File: config.mk
export PLATFORM = sky130hd
export DESIGN_NAME = ram_dp_sync_init_flat
export DESIGN_NICKNAME = d
export VERILOG_FILES = /design/src/rtl/ram_dp_sync_init_if.sv /design/src/rtl/ram_dp_sync_init.sv /design/src/flat_wrapper.sv
export SDC_FILE = /design/constraint.sdc
export NUM_CORES = 1
export LEC_CHECK = 0
export CELL_PAD_IN_SITES_DETAIL_PLACEMENT = 1
export CELL_PAD_IN_SITES_GLOBAL_PLACEMENT = 2
export CORE_MARGIN = 3
export CORE_UTILIZATION = 45
export CTS_BUF_LIST = sky130_fd_sc_hd__clkbuf_4 sky130_fd_sc_hd__clkbuf_8
export DETAILED_ROUTE_END_ITERATION = 10
export PLACE_DENSITY_LB_ADDON = 0.3
export SLEW_MARGIN = 5
export SYNTH_ARGS = -nofsm -noshare
export SYNTH_HDL_FRONTEND = slang
export SYNTH_SLANG_ARGS = --single-unit
File: constraint.sdc
create_clock -name clk -period 4.18 [get_ports clk]
set_input_delay 1.045 -clock clk [delete_from_list [all_inputs] [get_ports clk]]
set_output_delay 1.045 -clock clk [all_outputs]
set_load 0.02 [all_outputs]
File: src/rtl/ram_dp_sync_init_if.sv
// Bus bundle for ram_dp_sync_init: init control, write port and read port.
// The master drives requests and the slave (the RAM) returns status and read data.
interface ram_dp_sync_init_if #(
  parameter int DEPTH  = 16,
  parameter int WIDTH  = 8,
  parameter int LANE_W = 8
);
  localparam int LANES     = WIDTH / LANE_W;
  localparam int DEPTH_LOG = $clog2(DEPTH);

  logic                 init_req;
  logic                 init_busy;
  logic                 wr_en;
  logic [LANES-1:0]     wr_be;
  logic [DEPTH_LOG-1:0] addr_wr;
  logic [WIDTH-1:0]     data_wr;
  logic                 rd_en;
  logic [DEPTH_LOG-1:0] addr_rd;
  logic [WIDTH-1:0]     data_rd;
  logic                 rd_valid;

  modport master (
    output init_req, wr_en, wr_be, addr_wr, data_wr, rd_en, addr_rd,
    input  init_busy, data_rd, rd_valid
  );

  modport slave (
    input  init_req, wr_en, wr_be, addr_wr, data_wr, rd_en, addr_rd,
    output init_busy, data_rd, rd_valid
  );
endinterface

File: src/rtl/ram_dp_sync_init.sv
// Simple dual-port RAM with lane write enables, registered read pipeline,
// selectable read-during-write policy and a fill-with-constant init engine.
module ram_dp_sync_init #(
  parameter int               DEPTH      = 16,
  parameter int               WIDTH      = 8,
  parameter int               LANE_W     = 8,
  parameter int               LANES      = WIDTH / LANE_W,
  parameter int               DEPTH_LOG  = $clog2(DEPTH),
  parameter int               RD_LATENCY = 1,
  parameter int               RDW_MODE   = 0,
  parameter logic [WIDTH-1:0] INIT_VAL   = '0
) (
  input  logic               clk,
  input  logic               rst_n,
  ram_dp_sync_init_if.slave  bus
);

  typedef enum logic {ST_INIT, ST_READY} state_t;

  localparam logic [DEPTH_LOG:0]   DEPTH_EXT = (DEPTH_LOG + 1)'(DEPTH);
  localparam logic [DEPTH_LOG-1:0] LAST_ADDR = DEPTH_LOG'(DEPTH - 1);

  state_t               state_reg;
  logic [DEPTH_LOG-1:0] cnt_reg;
  logic                 init_busy_reg;

  logic [WIDTH-1:0]     mem [DEPTH];
  logic [WIDTH-1:0]     mem_rd_reg;

  logic                 ready;
  logic                 wr_oor;
  logic                 rd_oor;
  logic                 wr_fire;
  logic                 rd_fire;
  logic [DEPTH_LOG-1:0] rd_addr_safe;
  logic [DEPTH_LOG-1:0] mem_waddr;
  logic [WIDTH-1:0]     mem_wdata;
  logic [LANES-1:0]     mem_lane_we;

  logic                 valid1_reg;
  logic                 zero1_reg;
  logic [LANES-1:0]     coll_be_reg;
  logic [WIDTH-1:0]     wdata1_reg;
  logic [WIDTH-1:0]     data1;

  assign ready        = (state_reg == ST_READY);
  assign wr_oor       = {1'b0, bus.addr_wr} >= DEPTH_EXT;
  assign rd_oor       = {1'b0, bus.addr_rd} >= DEPTH_EXT;
  assign wr_fire      = ready && bus.wr_en && !wr_oor;
  assign rd_fire      = ready && bus.rd_en;
  assign rd_addr_safe = rd_oor ? '0 : bus.addr_rd;

  // The init engine owns the write port while filling; user writes take it otherwise.
  assign mem_waddr = ready ? bus.addr_wr : cnt_reg;
  assign mem_wdata = ready ? bus.data_wr : INIT_VAL;

  generate
    for (genvar gi = 0; gi < LANES; gi++) begin : g_lane_we
      assign mem_lane_we[gi] = ready ? (wr_fire && bus.wr_be[gi]) : 1'b1;
    end
  endgenerate

  // Storage and its read register carry no reset so the array maps onto block RAM.
  always_ff @(posedge clk) begin
    for (int i = 0; i < LANES; i++) begin
      if (mem_lane_we[i]) begin
        mem[mem_waddr][i*LANE_W +: LANE_W] <= mem_wdata[i*LANE_W +: LANE_W];
      end
    end
    if (rd_fire) begin
      mem_rd_reg <= mem[rd_addr_safe];
    end
  end

  always_ff @(posedge clk or negedge rst_n) begin
    if (!rst_n) begin
      state_reg     <= ST_INIT;
      cnt_reg       <= '0;
      init_busy_reg <= 1'b1;
    end else begin
      case (state_reg)
        ST_INIT: begin
          cnt_reg <= cnt_reg + 1'b1;
          if (cnt_reg == LAST_ADDR) begin
            state_reg     <= ST_READY;
            init_busy_reg <= 1'b0;
            cnt_reg       <= '0;
          end
        end
        default: begin
          if (bus.init_req) begin
            state_reg     <= ST_INIT;
            init_busy_reg <= 1'b1;
            cnt_reg       <= '0;
          end
        end
      endcase
    end
  end

  // Side information captured with each read: out-of-range flag and colliding lanes.
  always_ff @(posedge clk or negedge rst_n) begin
    if (!rst_n) begin
      valid1_reg  <= 1'b0;
      zero1_reg   <= 1'b1;
      coll_be_reg <= '0;
      wdata1_reg  <= '0;
    end else begin
      valid1_reg <= rd_fire;
      if (rd_fire) begin
        zero1_reg   <= rd_oor;
        wdata1_reg  <= bus.data_wr;
        coll_be_reg <= (RDW_MODE == 1 && wr_fire && bus.addr_wr == bus.addr_rd)
                       ? bus.wr_be : '0;
      end
    end
  end

  generate
    for (genvar gi = 0; gi < LANES; gi++) begin : g_merge
      assign data1[gi*LANE_W +: LANE_W] =
          zero1_reg       ? '0 :
          coll_be_reg[gi] ? wdata1_reg[gi*LANE_W +: LANE_W] :
                            mem_rd_reg[gi*LANE_W +: LANE_W];
    end
  endgenerate

  generate
    if (RD_LATENCY == 2) begin : g_lat2
      logic [WIDTH-1:0] data2_reg;
      logic             valid2_reg;

      always_ff @(posedge clk or negedge rst_n) begin
        if (!rst_n) begin
          data2_reg  <= '0;
          valid2_reg <= 1'b0;
        end else begin
          valid2_reg <= valid1_reg;
          if (valid1_reg) begin
            data2_reg <= data1;
          end
        end
      end

      assign bus.data_rd  = data2_reg;
      assign bus.rd_valid = valid2_reg;
    end else begin : g_lat1
      assign bus.data_rd  = data1;
      assign bus.rd_valid = valid1_reg;
    end
  endgenerate

  assign bus.init_busy = init_busy_reg;

endmodule

File: src/flat_wrapper.sv
// flat-port wrapper written by rule: the top's interface ports become plain ports
module ram_dp_sync_init_flat 
#(
  parameter int               DEPTH      = 16,
  parameter int               WIDTH      = 8,
  parameter int               LANE_W     = 8,
  parameter int               LANES      = WIDTH / LANE_W,
  parameter int               DEPTH_LOG  = $clog2(DEPTH),
  parameter int               RD_LATENCY = 1,
  parameter int               RDW_MODE   = 0,
  parameter logic [WIDTH-1:0] INIT_VAL   = '0
)
  (clk, rst_n, bus_init_req, bus_wr_en, bus_wr_be, bus_addr_wr, bus_data_wr, bus_rd_en, bus_addr_rd, bus_init_busy, bus_data_rd, bus_rd_valid);
  ram_dp_sync_init_if #(.DEPTH(DEPTH), .WIDTH(WIDTH), .LANE_W(LANE_W)) bus_i ();
  input  logic clk;
  input  logic rst_n;
  input wire logic [$bits(bus_i.init_req)-1:0] bus_init_req;
  input wire logic [$bits(bus_i.wr_en)-1:0] bus_wr_en;
  input wire logic [$bits(bus_i.wr_be)-1:0] bus_wr_be;
  input wire logic [$bits(bus_i.addr_wr)-1:0] bus_addr_wr;
  input wire logic [$bits(bus_i.data_wr)-1:0] bus_data_wr;
  input wire logic [$bits(bus_i.rd_en)-1:0] bus_rd_en;
  input wire logic [$bits(bus_i.addr_rd)-1:0] bus_addr_rd;
  output wire logic [$bits(bus_i.init_busy)-1:0] bus_init_busy;
  output wire logic [$bits(bus_i.data_rd)-1:0] bus_data_rd;
  output wire logic [$bits(bus_i.rd_valid)-1:0] bus_rd_valid;
  assign bus_i.init_req = bus_init_req;
  assign bus_i.wr_en = bus_wr_en;
  assign bus_i.wr_be = bus_wr_be;
  assign bus_i.addr_wr = bus_addr_wr;
  assign bus_i.data_wr = bus_data_wr;
  assign bus_i.rd_en = bus_rd_en;
  assign bus_i.addr_rd = bus_addr_rd;
  assign bus_init_busy = bus_i.init_busy;
  assign bus_data_rd = bus_i.data_rd;
  assign bus_rd_valid = bus_i.rd_valid;
  ram_dp_sync_init #(.DEPTH(DEPTH), .WIDTH(WIDTH), .LANE_W(LANE_W), .LANES(LANES), .DEPTH_LOG(DEPTH_LOG), .RD_LATENCY(RD_LATENCY), .RDW_MODE(RDW_MODE), .INIT_VAL(INIT_VAL)) u_core (.clk(clk), .rst_n(rst_n), .bus(bus_i));
endmodule
# Word level (Yosys, flattened, before mapping)
# Memories as Yosys holds them, arrays and structs flattened. A register that Yosys moved wholly into a read port is not among the register bits.
# Cells that the tools add are included.
[totals]
reg_bits = 8
out_inout_bits = 10
in_bits = 22
word_cells = 29
memories = 1
ramBits = 128
[classes]
eq_ne = 2
mux = 15
addsub = 1
n_reduce_logical = 5
[memory_table]
columns = ["name", "depth", "width", "rd", "rd_clocked_by_memory_dff", "wr", "line_no", "source"]
rows = [
  ["u_core.mem", 16, 8, 1, 1, 1, "ram_dp_sync_init.sv:27", "logic [WIDTH-1:0] mem [DEPTH];"],
]
[op_table]
columns = ["op", "count"]
rows = [
  ["two-way mux 4 bit", 4],
  ["two-way mux 8 bit", 2],
  ["two-way mux 1 bit", 9],
  ["adder 4 x 1 -> 4 bit (second input constant)", 1],
  ["equality test 4 bit (second input constant)", 1],
  ["logical AND 1 bit", 3],
  ["inequality test 2 bit (second input constant)", 1],
  ["AND reduction 2 bit", 1],
  ["nonzero test 2 bit", 1],
]

# Logic depth before layout (Yosys ltp)
# Gate-level depths: netlist of the first run.
[depth]
word_depth = 5
mapped_depth = 5
ltp_nobuf = 4

# Worst setup path after synthesis of the first run
# OpenSTA, ideal clock, no wires.
[synth_timing]
path_type = "in2reg"
from = "input port bus_addr_rd[0]"
to = "register u_core.mem_rd_reg[1] (read register of u_core.mem) (data pin)"
cell_stages = 5
n_path_buf = 2
arrival_ns = 2.068
setup_ns = 0.259
required_time_ns = 3.921
slack_ns = 1.853
path_cell_list = "buf_6 > buf_6 > mux4_1 > a22oi_1 > nand2_1"
[synth_rtl]
columns = ["item", "line_no", "source"]
rows = [
  ["start, declared", "flat_wrapper.sv:23", "input wire logic [$bits(bus_i.addr_rd)-1:0] bus_addr_rd;"],
  ["end, declared", "ram_dp_sync_init.sv:28", "logic [WIDTH-1:0] mem_rd_reg;"],
]

# Final worst setup path of the first run
[layout_timing]
from = "register u_core.zero1_reg"
to = "output port bus_data_rd[2]"
[layout_via]
elab_chain_cells = 1
[layout_rtl]
columns = ["item", "line_no", "source"]
rows = [
  ["start, declared", "ram_dp_sync_init.sv:41", "logic zero1_reg;"],
  ["start signal, assigned", "ram_dp_sync_init.sv:111", "zero1_reg <= rd_oor;"],
  ["two-way mux 8 bit", "ram_dp_sync_init.sv:122", "zero1_reg ? '0 :"],
  ["end, declared", "flat_wrapper.sv:25", "output wire logic [$bits(bus_i.data_rd)-1:0] bus_data_rd;"],
]
# Every way passes these cells.

==> metrics.json, run 1 <==
{
  "timing.max_slew.rel_slack": {"value": 42.8, "unit": "%"},
  "num_rows": {"value": 40},
  "nNetsFinal": {"value": 357},
  "routed-wl-met2": {"value": 5670, "unit": "µm"},
  "setup_viol": {"value": 0},
  "tritoncts": {"value": "yes"},
  "synth_cell_type_count": {"value": 35},
  "global_route_wire_length_before_repair": {"value": 17800, "unit": "µm"},
  "multiInputGateArea": {"value": 1330, "unit": "µm²"},
  "final_min_period_over_clock_period": {"value": 64.5, "unit": "%"},
  "grt_antenna_before_repair": {"value": 0},
  "clkTransAtPathRegs": {"value": 70, "unit": "ps"},
  "post_route_cells_drive_above_1_share": {"value": 17.3, "unit": "%"},
  "cap_violations": {"value": 0},
  "num_vias": {"value": 2828},
  "drt-wirelength-per-cell": {"value": 22.3, "unit": "µm"},
  "timing_worst_setup_path_type": {"value": "flop to output pin"},
  "startpoint_type": {"value": "flop"},
  "initial_core_util": {"value": 47.0, "unit": "%"},
  "remaining_drc_errors": {"value": 0},
  "antenna_cells": {"value": 0},
  "report.final.slew_viol_count": {"value": 0},
  "cts_resized": {"value": 0},
  "io_pins": {"value": 32},
  "cp_endpoint_kind": {"value": "output pin"},
  "synth.top_cells.by_area": {"value": "sky130_fd_sc_hd__edfxtp_1, sky130_fd_sc_hd__mux4_2, sky130_fd_sc_hd__mux4_1"},
  "synth-main-ff-cell": {"value": "sky130_fd_sc_hd__edfxtp_1"},
  "drt_pre_antenna_iters": {"value": 4},
  "synth_edf_count": {"value": 136},
  "vdd_ir_drop_max": {"value": 0.000272, "unit": "V"},
  "routed_met3_length": {"value": 666, "unit": "µm"},
  "floorplan.die.height": {"value": 119, "unit": "µm"},
  "hold_buffers": {"value": 0},
  "clock_path_buffers": {"value": 2},
  "route.detailed.vias_per_inst": {"value": 5.49},
  "final.setup_skew": {"value": 6.83, "unit": "ps"},
  "layout.area.seq": {"value": 4290, "unit": "µm²"},
  "outcome": {"value": "completed"},
  "via_count_of_the_first_global_routing_pass": {"value": 2980},
  "fillCellCount": {"value": 1142},
  "worst_r2r_path_depth": {"value": 3},
  "numCtsBuffers": {"value": 17},
  "yosys.area.top_type": {"value": "sky130_fd_sc_hd__edfxtp_1"},
  "avgSynthCellArea": {"value": 19.6, "unit": "µm²"},
  "actual_transition_at_the_worst_max_transition_pin": {"value": 855, "unit": "ps"},
  "syn-instance-count": {"value": 293},
  "synth_async_sr_flop_share": {"value": 5.56, "unit": "%"},
  "clock-root-buffer": {"value": "sky130_fd_sc_hd__clkbuf_8"},
  "most_common_cell_in_the_netlist": {"value": "sky130_fd_sc_hd__edfxtp_1"},
  "synth_seq_cells": {"value": 144},
  "yosys_warnings": {"value": 0},
  "synth-seq-area-share": {"value": 74.8, "unit": "%"},
  "design.die.area": {"value": 14100, "unit": "µm²"},
  "clock_insertion_delay_worst_skew": {"value": 450, "unit": "ps"},
  "timing.final.crit_period": {"value": 2700, "unit": "ps"},
  "syn-num-nets": {"value": 316},
  "floorplan.die.width": {"value": 119, "unit": "µm"},
  "finalSetupTns": {"value": 0, "unit": "ps"},
  "final_core_utilization": {"value": 54.2, "unit": "%"},
  "grt_setup_unrepaired": {"value": "false"},
  "cp_data_required_time": {"value": 3130, "unit": "ps"},
  "crit_arrival": {"value": 1650, "unit": "ps"},
  "largest_reg_flops": {"value": 128},
  "timing.hold.worst.class": {"value": "flop to flop"},
  "clock_tree.htree_level_count": {"value": 4},
  "route.top_layer_used": {"value": "met4"},
  "cellLeakagePower": {"value": 2.22, "unit": "nW"},
  "worst_hold_path.num_cells": {"value": 2},
  "place_hpwl": {"value": 7440, "unit": "µm"},
  "grtUsageTotal": {"value": 17.6, "unit": "%"},
  "gp_congestion": {"value": 0.735},
  "path_max_fanout": {"value": 9},
  "timing.fmax": {"value": 0.371, "unit": "GHz"},
  "synthTopCellsByCount": {"value": "sky130_fd_sc_hd__edfxtp_1, sky130_fd_sc_hd__mux4_2, sky130_fd_sc_hd__nor2_1"},
  "routed_wire_length": {"value": 11500, "unit": "µm"},
  "port-buffer-count": {"value": 31},
  "post_synthesis_cell_area": {"value": 5730, "unit": "µm²"},
  "m1WireLength": {"value": 4940, "unit": "µm"},
  "dr.first_iter.drc_count": {"value": 255},
  "global_route.overflow_total": {"value": 0},
  "drtAntennaViolNets": {"value": 0},
  "post-cts-setup-buffers": {"value": 0},
  "floorplan.core_area": {"value": 12200, "unit": "µm²"},
  "grt_start_max_net_pins": {"value": 33},
  "tritoncts_num_sinks": {"value": 144},
  "post-synth-top-area-fraction": {"value": 71.2, "unit": "%"},
  "hold_viol_final": {"value": 0},
  "power-per-cell-area": {"value": 604, "unit": "nW/µm²"},
  "area_delta_synth_final": {"value": 15.5, "unit": "%"}
}
[cell families after synthesis]
group / count (synthesis) / synth area share [%]
xor+xnor: 1 / 0.153
mux: 34 / 13.4
compound gates: 32 / 3.95
fa+ha+maj: 1 / 0.218
flops: 144 / 74.8
buf+inv: 18 / 2.03
simple gates: 63 / 5.45
[where the power goes]
| group | switching (mW) | internal (mW) | total, mW |
|---|---|---|---|
| combinational | 0.458 | 0.257 | 0.715 |
| clock | 0.492 | 0.704 | 1.20 |
| sequential | 0.116 | 1.97 | 2.09 |
[through the flow]
| stage | cells | setup WS, ps | hold slack, ps | area (µm²) | total power, mW |
|---|---|---|---|---|---|
| floorplan | 293 | 1850 | 514 | 5730 | 2.55 |
| global placement | 483 | 1130 | 486 | 6190 | 2.80 |
| detailed placement | 483 | 1120 | 492 | 6190 | 2.85 |
| CTS | 515 | 1440 | 504 | 6620 | 4.03 |
| global route | 515 | 1260 | 526 | 6620 | 4.19 |
| finish | 515 | 1480 | 499 | 6620 | 4.00 |
[path summary, 6_finish.rpt]
path | start | to | slack [ps]
worst min register to register | u_core.bus.init_busy | u_core.bus.init_busy | 500
worst max register to register | u_core.ready | u_core.mem[3][5] | 1540
min in group asynchronous | rst_n | u_core.cnt_reg[0] | 950
worst min-delay path | u_core.bus.init_busy | u_core.bus.init_busy | 500
max in group asynchronous | rst_n | u_core.bus.init_busy | 2870
worst max-delay path | u_core.zero1_reg | bus_data_rd[2] | 1480
[placed cells by master, fill, tap and decap left out]
cell type	n
sky130_fd_sc_hd__and4_1	1
sky130_fd_sc_hd__buf_2	1
sky130_fd_sc_hd__a21oi_1	3
sky130_fd_sc_hd__mux2i_1	2
sky130_fd_sc_hd__clkbuf_8	17
sky130_fd_sc_hd__a32oi_1	1
sky130_fd_sc_hd__nor2b_1	11
sky130_fd_sc_hd__clkinv_1	4
sky130_fd_sc_hd__o21ai_0	3
sky130_fd_sc_hd__xnor2_1	1
sky130_fd_sc_hd__and4b_1	1
sky130_fd_sc_hd__and2_1	10
sky130_fd_sc_hd__clkinv_2	3
sky130_fd_sc_hd__o21bai_1	3
sky130_fd_sc_hd__ha_1	1
sky130_fd_sc_hd__a21o_1	1
sky130_fd_sc_hd__dfrtp_1	6
sky130_fd_sc_hd__inv_1	4
sky130_fd_sc_hd__nor3_1	1
sky130_fd_sc_hd__and3b_1	1
sky130_fd_sc_hd__a22oi_1	16
sky130_fd_sc_hd__nor2_1	23
sky130_fd_sc_hd__bufinv_16	5
sky130_fd_sc_hd__dfstp_2	2
sky130_fd_sc_hd__and2b_1	1
sky130_fd_sc_hd__o32a_1	1
sky130_fd_sc_hd__nand2_1	12
sky130_fd_sc_hd__clkdlybuf4s50_1	30
sky130_fd_sc_hd__mux4_1	8
sky130_fd_sc_hd__buf_4	5
sky130_fd_sc_hd__clkbuf_4	1
sky130_fd_sc_hd__o31a_1	1
sky130_fd_sc_hd__clkinvlp_4	2
sky130_fd_sc_hd__a31oi_1	1
sky130_fd_sc_hd__mux4_2	24
sky130_fd_sc_hd__nand3_1	2
sky130_fd_sc_hd__o22ai_1	2
sky130_fd_sc_hd__edfxtp_1	136
[worst max-delay path: stages, from the launching register on]
cell,delay (ps)
sky130_fd_sc_hd__dfstp_2,600
sky130_fd_sc_hd__nor2b_1,60
sky130_fd_sc_hd__clkdlybuf4s50_1,540
[cell type report]
type / count / share of cell area [%]
tap: 168 / 3.17
multi-input combinational: 131 / 20.1
sequential: 144 / 64.7
timing repair buffer: 36 / 5.18
clock inverter: 14 / 2.95
inverter: 4 / 0.227
clock buffer: 18 / 3.65
[per-layer routing]
layer  up-vias  global-route usage [%]
met1      1452                    23.6
met5         -                       0
met3        18                    5.60
met2        92                    27.5
li1       1266                       -
met4         0                    6.23
Power figures use the tool's default switching activity.
==> inputs of run 2 (changes only) <==
==> constraint.sdc (replaced) <==
create_clock -name clk -period 2.6 [get_ports clk]
set_input_delay 0.65 -clock clk [delete_from_list [all_inputs] [get_ports clk]]
set_output_delay 0.65 -clock clk [all_outputs]
set_load 0.02 [all_outputs]
==> metrics.json, run 2 (synthesis gave the netlist of run 1 again) <==
{
  "outcome": {"value": "completed", "change": "unchanged"},
  "grt_start_max_net_pins": {"value": 33, "change": "unchanged"},
  "floorplan.die.height": {"value": 119, "unit": "µm", "change": "unchanged"},
  "tritoncts_num_sinks": {"value": 144, "change": "unchanged"},
  "layout_common_cells": {"value": "sky130_fd_sc_hd__edfxtp_1, sky130_fd_sc_hd__clkdlybuf4s50_1, sky130_fd_sc_hd__mux4_2, sky130_fd_sc_hd__nor2_1, sky130_fd_sc_hd__clkbuf_8", "change": "unchanged"},
  "clock-root-buffer": {"value": "sky130_fd_sc_hd__clkbuf_8", "change": "unchanged"},
  "busiest_layer": {"value": "met2", "change": "unchanged"},
  "drt-wirelength-per-cell": {"value": 22.4, "unit": "µm", "change": "was 22.3 µm"},
  "total_power": {"value": 6.35, "unit": "mW", "change": "was 4.00 mW"},
  "worst_r2r_endpoint": {"value": "u_core.mem[1][5]", "change": "was u_core.mem[3][5]"},
  "remaining_drc_errors": {"value": 0, "change": "unchanged"},
  "setup_viol": {"value": 0, "change": "unchanged"},
  "grt_antenna_before_repair": {"value": 0, "change": "unchanged"},
  "mostFrequentLayoutCell": {"value": "sky130_fd_sc_hd__edfxtp_1", "change": "unchanged"},
  "finalSetupTns": {"value": 0, "unit": "ps", "change": "unchanged"},
  "worst_slack": {"value": 314, "unit": "ps", "change": "was 1480 ps"},
  "pwr-share-seq": {"value": 52.5, "unit": "%", "change": "was 52.2%"},
  "final.setup_skew": {"value": 11.1, "unit": "ps", "change": "was 6.83 ps"},
  "place_hpwl": {"value": 7680, "unit": "µm", "change": "was 7440 µm"},
  "timing_worst_setup_path_type": {"value": "flop to output pin", "change": "unchanged"},
  "vdd_ir_drop_max": {"value": 0.000453, "unit": "V", "change": "was 0.000272 V"},
  "global_route_wire_length_before_repair": {"value": 18400, "unit": "µm", "change": "was 17800 µm"},
  "clkTransAtPathRegs": {"value": 80, "unit": "ps", "change": "was 70 ps"},
  "clk_pwr_share": {"value": 28.4, "unit": "%", "change": "was 29.9%"},
  "timing.critical_path.cells": {"value": "nor2b_1, clkdlybuf4s50_1", "change": "unchanged"},
  "design.die.area": {"value": 14100, "unit": "µm²", "change": "unchanged"},
  "report.final.slew_viol_count": {"value": 0, "change": "unchanged"},
  "worst_setup_startpoint": {"value": "u_core.zero1_reg", "change": "unchanged"},
  "via_count_of_the_first_global_routing_pass": {"value": 3100, "change": "was 2980"},
  "grtUsageTotal": {"value": 17.9, "unit": "%", "change": "was 17.6%"},
  "clock_insertion_delay_worst_skew": {"value": 430, "unit": "ps", "change": "was 450 ps"},
  "layout.area.seq": {"value": 4290, "unit": "µm²", "change": "unchanged"},
  "hold_buffers": {"value": 0, "change": "unchanged"},
  "globalRouteMet3Util": {"value": 4.37, "unit": "%", "change": "was 5.60%"},
  "internal_power": {"value": 4.59, "unit": "mW", "change": "was 2.93 mW"},
  "cts_resized": {"value": 0, "change": "unchanged"},
  "gp_congestion": {"value": 0.720, "change": "was 0.735"},
  "grt_setup_unrepaired": {"value": "false", "change": "unchanged"},
  "cp_top_family": {"value": "flip-flops", "change": "unchanged"},
  "route.detailed.vias_per_inst": {"value": 5.52, "change": "was 5.49"},
  "crit_path_end": {"value": "bus_data_rd[4]", "change": "was bus_data_rd[2]"},
  "cap_violations": {"value": 0, "change": "unchanged"},
  "dp_worst_setup_slack": {"value": -119, "unit": "ps", "change": "was 1120 ps"},
  "worst_r2r_path_depth": {"value": 3, "change": "unchanged"},
  "drtAntennaViolNets": {"value": 0, "change": "unchanged"},
  "switching_share": {"value": 27.8, "unit": "%", "change": "was 26.6%"},
  "worstReg2RegStart": {"value": "u_core.ready", "change": "unchanged"},
  "post_route_cells_drive_above_1_share": {"value": 20.1, "unit": "%", "change": "was 17.3%"},
  "cp_data_required_time": {"value": 1950, "unit": "ps", "change": "was 3130 ps"},
  "timing.hold.worst.class": {"value": "flop to flop", "change": "unchanged"},
  "startpoint_type": {"value": "flop", "change": "unchanged"},
  "largest_reg_flops": {"value": 128, "change": "unchanged"},
  "timing.fmax": {"value": 0.437, "unit": "GHz"},
  "hold_viol_final": {"value": 0, "change": "unchanged"},
  "path_depth": {"value": 2, "change": "unchanged"},
  "critical_path.max_stage_delay": {"value": 610, "unit": "ps", "change": "was 600 ps"},
  "cellLeakagePower": {"value": 2.26, "unit": "nW", "change": "was 2.22 nW"},
  "numCtsBuffers": {"value": 17, "change": "unchanged"},
  "use_met2": {"value": 29.8, "unit": "%", "change": "was 27.5%"},
  "hold_slack": {"value": 503, "unit": "ps", "change": "was 499 ps"},
  "timing.final.crit_period": {"value": 2290, "unit": "ps"},
  "path_max_fanout": {"value": 9, "change": "unchanged"},
  "fillCellCount": {"value": 1138, "change": "was 1142"},
  "nNetsFinal": {"value": 364, "change": "was 357"},
  "io_pins": {"value": 32, "change": "unchanged"},
  "antenna_cells": {"value": 0, "change": "unchanged"},
  "area_delta_synth_final": {"value": 16.4, "unit": "%", "change": "was 15.5%"},
  "final_min_period_over_clock_period": {"value": 87.9, "unit": "%"},
  "dr.first_iter.drc_count": {"value": 229, "change": "was 255"},
  "actual_transition_at_the_worst_max_transition_pin": {"value": 952, "unit": "ps", "change": "was 855 ps"},
  "floorplan.core_area": {"value": 12200, "unit": "µm²", "change": "unchanged"},
  "critPathBufInv": {"value": 1, "change": "unchanged"},
  "floorplan.die.width": {"value": 119, "unit": "µm", "change": "unchanged"},
  "num_vias": {"value": 2884, "change": "was 2828"},
  "crit_arrival": {"value": 1640, "unit": "ps", "change": "was 1650 ps"},
  "power_frac_comb": {"value": 19.1, "unit": "%", "change": "was 17.9%"},
  "cp_endpoint_kind": {"value": "output pin", "change": "unchanged"},
  "timing.critical_path.slowest_stage_cell": {"value": "sky130_fd_sc_hd__dfstp_2", "change": "unchanged"},
  "drt_pre_antenna_iters": {"value": 4, "change": "unchanged"},
  "power-per-cell-area": {"value": 952, "unit": "nW/µm²", "change": "was 604 nW/µm²"},
  "sw_pwr": {"value": 1.77, "unit": "mW", "change": "was 1.07 mW"},
  "global_route.overflow_total": {"value": 0, "change": "unchanged"},
  "met1_usage": {"value": 23.7, "unit": "%", "change": "was 23.6%"},
  "post-cts-setup-buffers": {"value": 0, "change": "unchanged"},
  "multiInputGateArea": {"value": 1330, "unit": "µm²", "change": "unchanged"},
  "initial_core_util": {"value": 47.0, "unit": "%", "change": "unchanged"},
  "clock_path_buffers": {"value": 2, "change": "unchanged"},
  "routed_wire_length": {"value": 11700, "unit": "µm", "change": "was 11500 µm"},
  "ff2ff_setup_slack": {"value": 360, "unit": "ps", "change": "was 1540 ps"},
  "port-buffer-count": {"value": 31, "change": "unchanged"},
  "tritoncts": {"value": "yes", "change": "unchanged"},
  "clock_tree.htree_level_count": {"value": 4, "change": "unchanged"},
  "num_rows": {"value": 40, "change": "unchanged"},
  "timing.max_slew.rel_slack": {"value": 36.3, "unit": "%", "change": "was 42.8%"}
}
==> run 2: changes by cell type in the layout (fill, tap and decap cells not counted) <==
cell                        before  now
sky130_fd_sc_hd__inv_6           0    3
sky130_fd_sc_hd__clkinv_4        0    1
sky130_fd_sc_hd__buf_4           5   10
sky130_fd_sc_hd__clkbuf_4        1    2
sky130_fd_sc_hd__clkinv_2        3    4
sky130_fd_sc_hd__bufinv_16       5    3
sky130_fd_sc_hd__buf_12          0    2
sky130_fd_sc_hd__clkinv_1        4    0
==> run 2: layout make-up <==
class                   instances  area share (%)
flip-flops and latches        144            64.2
multi-input cells             131            20.0
repair buffers                 43            6.30
clock buffers                  19            3.73
well taps                     168            3.15
clock inverters                13            2.40
inverters                       4           0.225
==> run 2: worst min path at each step <==
stage | from | to | depth (start not counted)
finish | u_core.bus.init_busy | u_core.bus.init_busy | 2
global route | u_core.bus.init_busy | u_core.bus.init_busy | 2
CTS | u_core.bus.init_busy | u_core.bus.init_busy | 2
detailed placement | u_core.bus.init_busy | u_core.bus.init_busy | 2
global placement | u_core.bus.init_busy | u_core.bus.init_busy | 2
floorplan | rst_n | u_core.bus.rd_valid | 0
==> run 2: routing by layer <==
layer / up-vias / wire length [µm]
met2: 98 / 6050
met4: 0 / 70
met5: - / 0
met1: 1499 / 4820
li1: 1280 / -
met3: 7 / 775
==> run 2: metrics by stage <==
step | cells | util, % | cell area, µm²
after floorplan | 293 | - | 5730
after global placement | 490 | 51.3 | 6260
after detailed placement | 490 | 51.3 | 6260
after CTS | 522 | 54.6 | 6670
after global routing | 522 | 54.6 | 6670
final | 522 | 54.6 | 6670
==> run 2: worst reg2reg max path, stage by stage, from the launching register on <==
cell,delay [ps]
sky130_fd_sc_hd__dfrtp_1,460
sky130_fd_sc_hd__buf_4,240
sky130_fd_sc_hd__o32a_1,410
sky130_fd_sc_hd__nor2_1,750
==> run 2: power groups by stage <==
stage	clock network (mW)	logic, mW	registers [mW]
2_1_floorplan	0	0.798	3.31
3_3_place_gp	0	1.19	3.35
3_5_place_dp	0	1.23	3.39
4_1_cts	1.84	1.24	3.34
5_1_grt	1.95	1.34	3.38
6_report	1.80	1.21	3.34
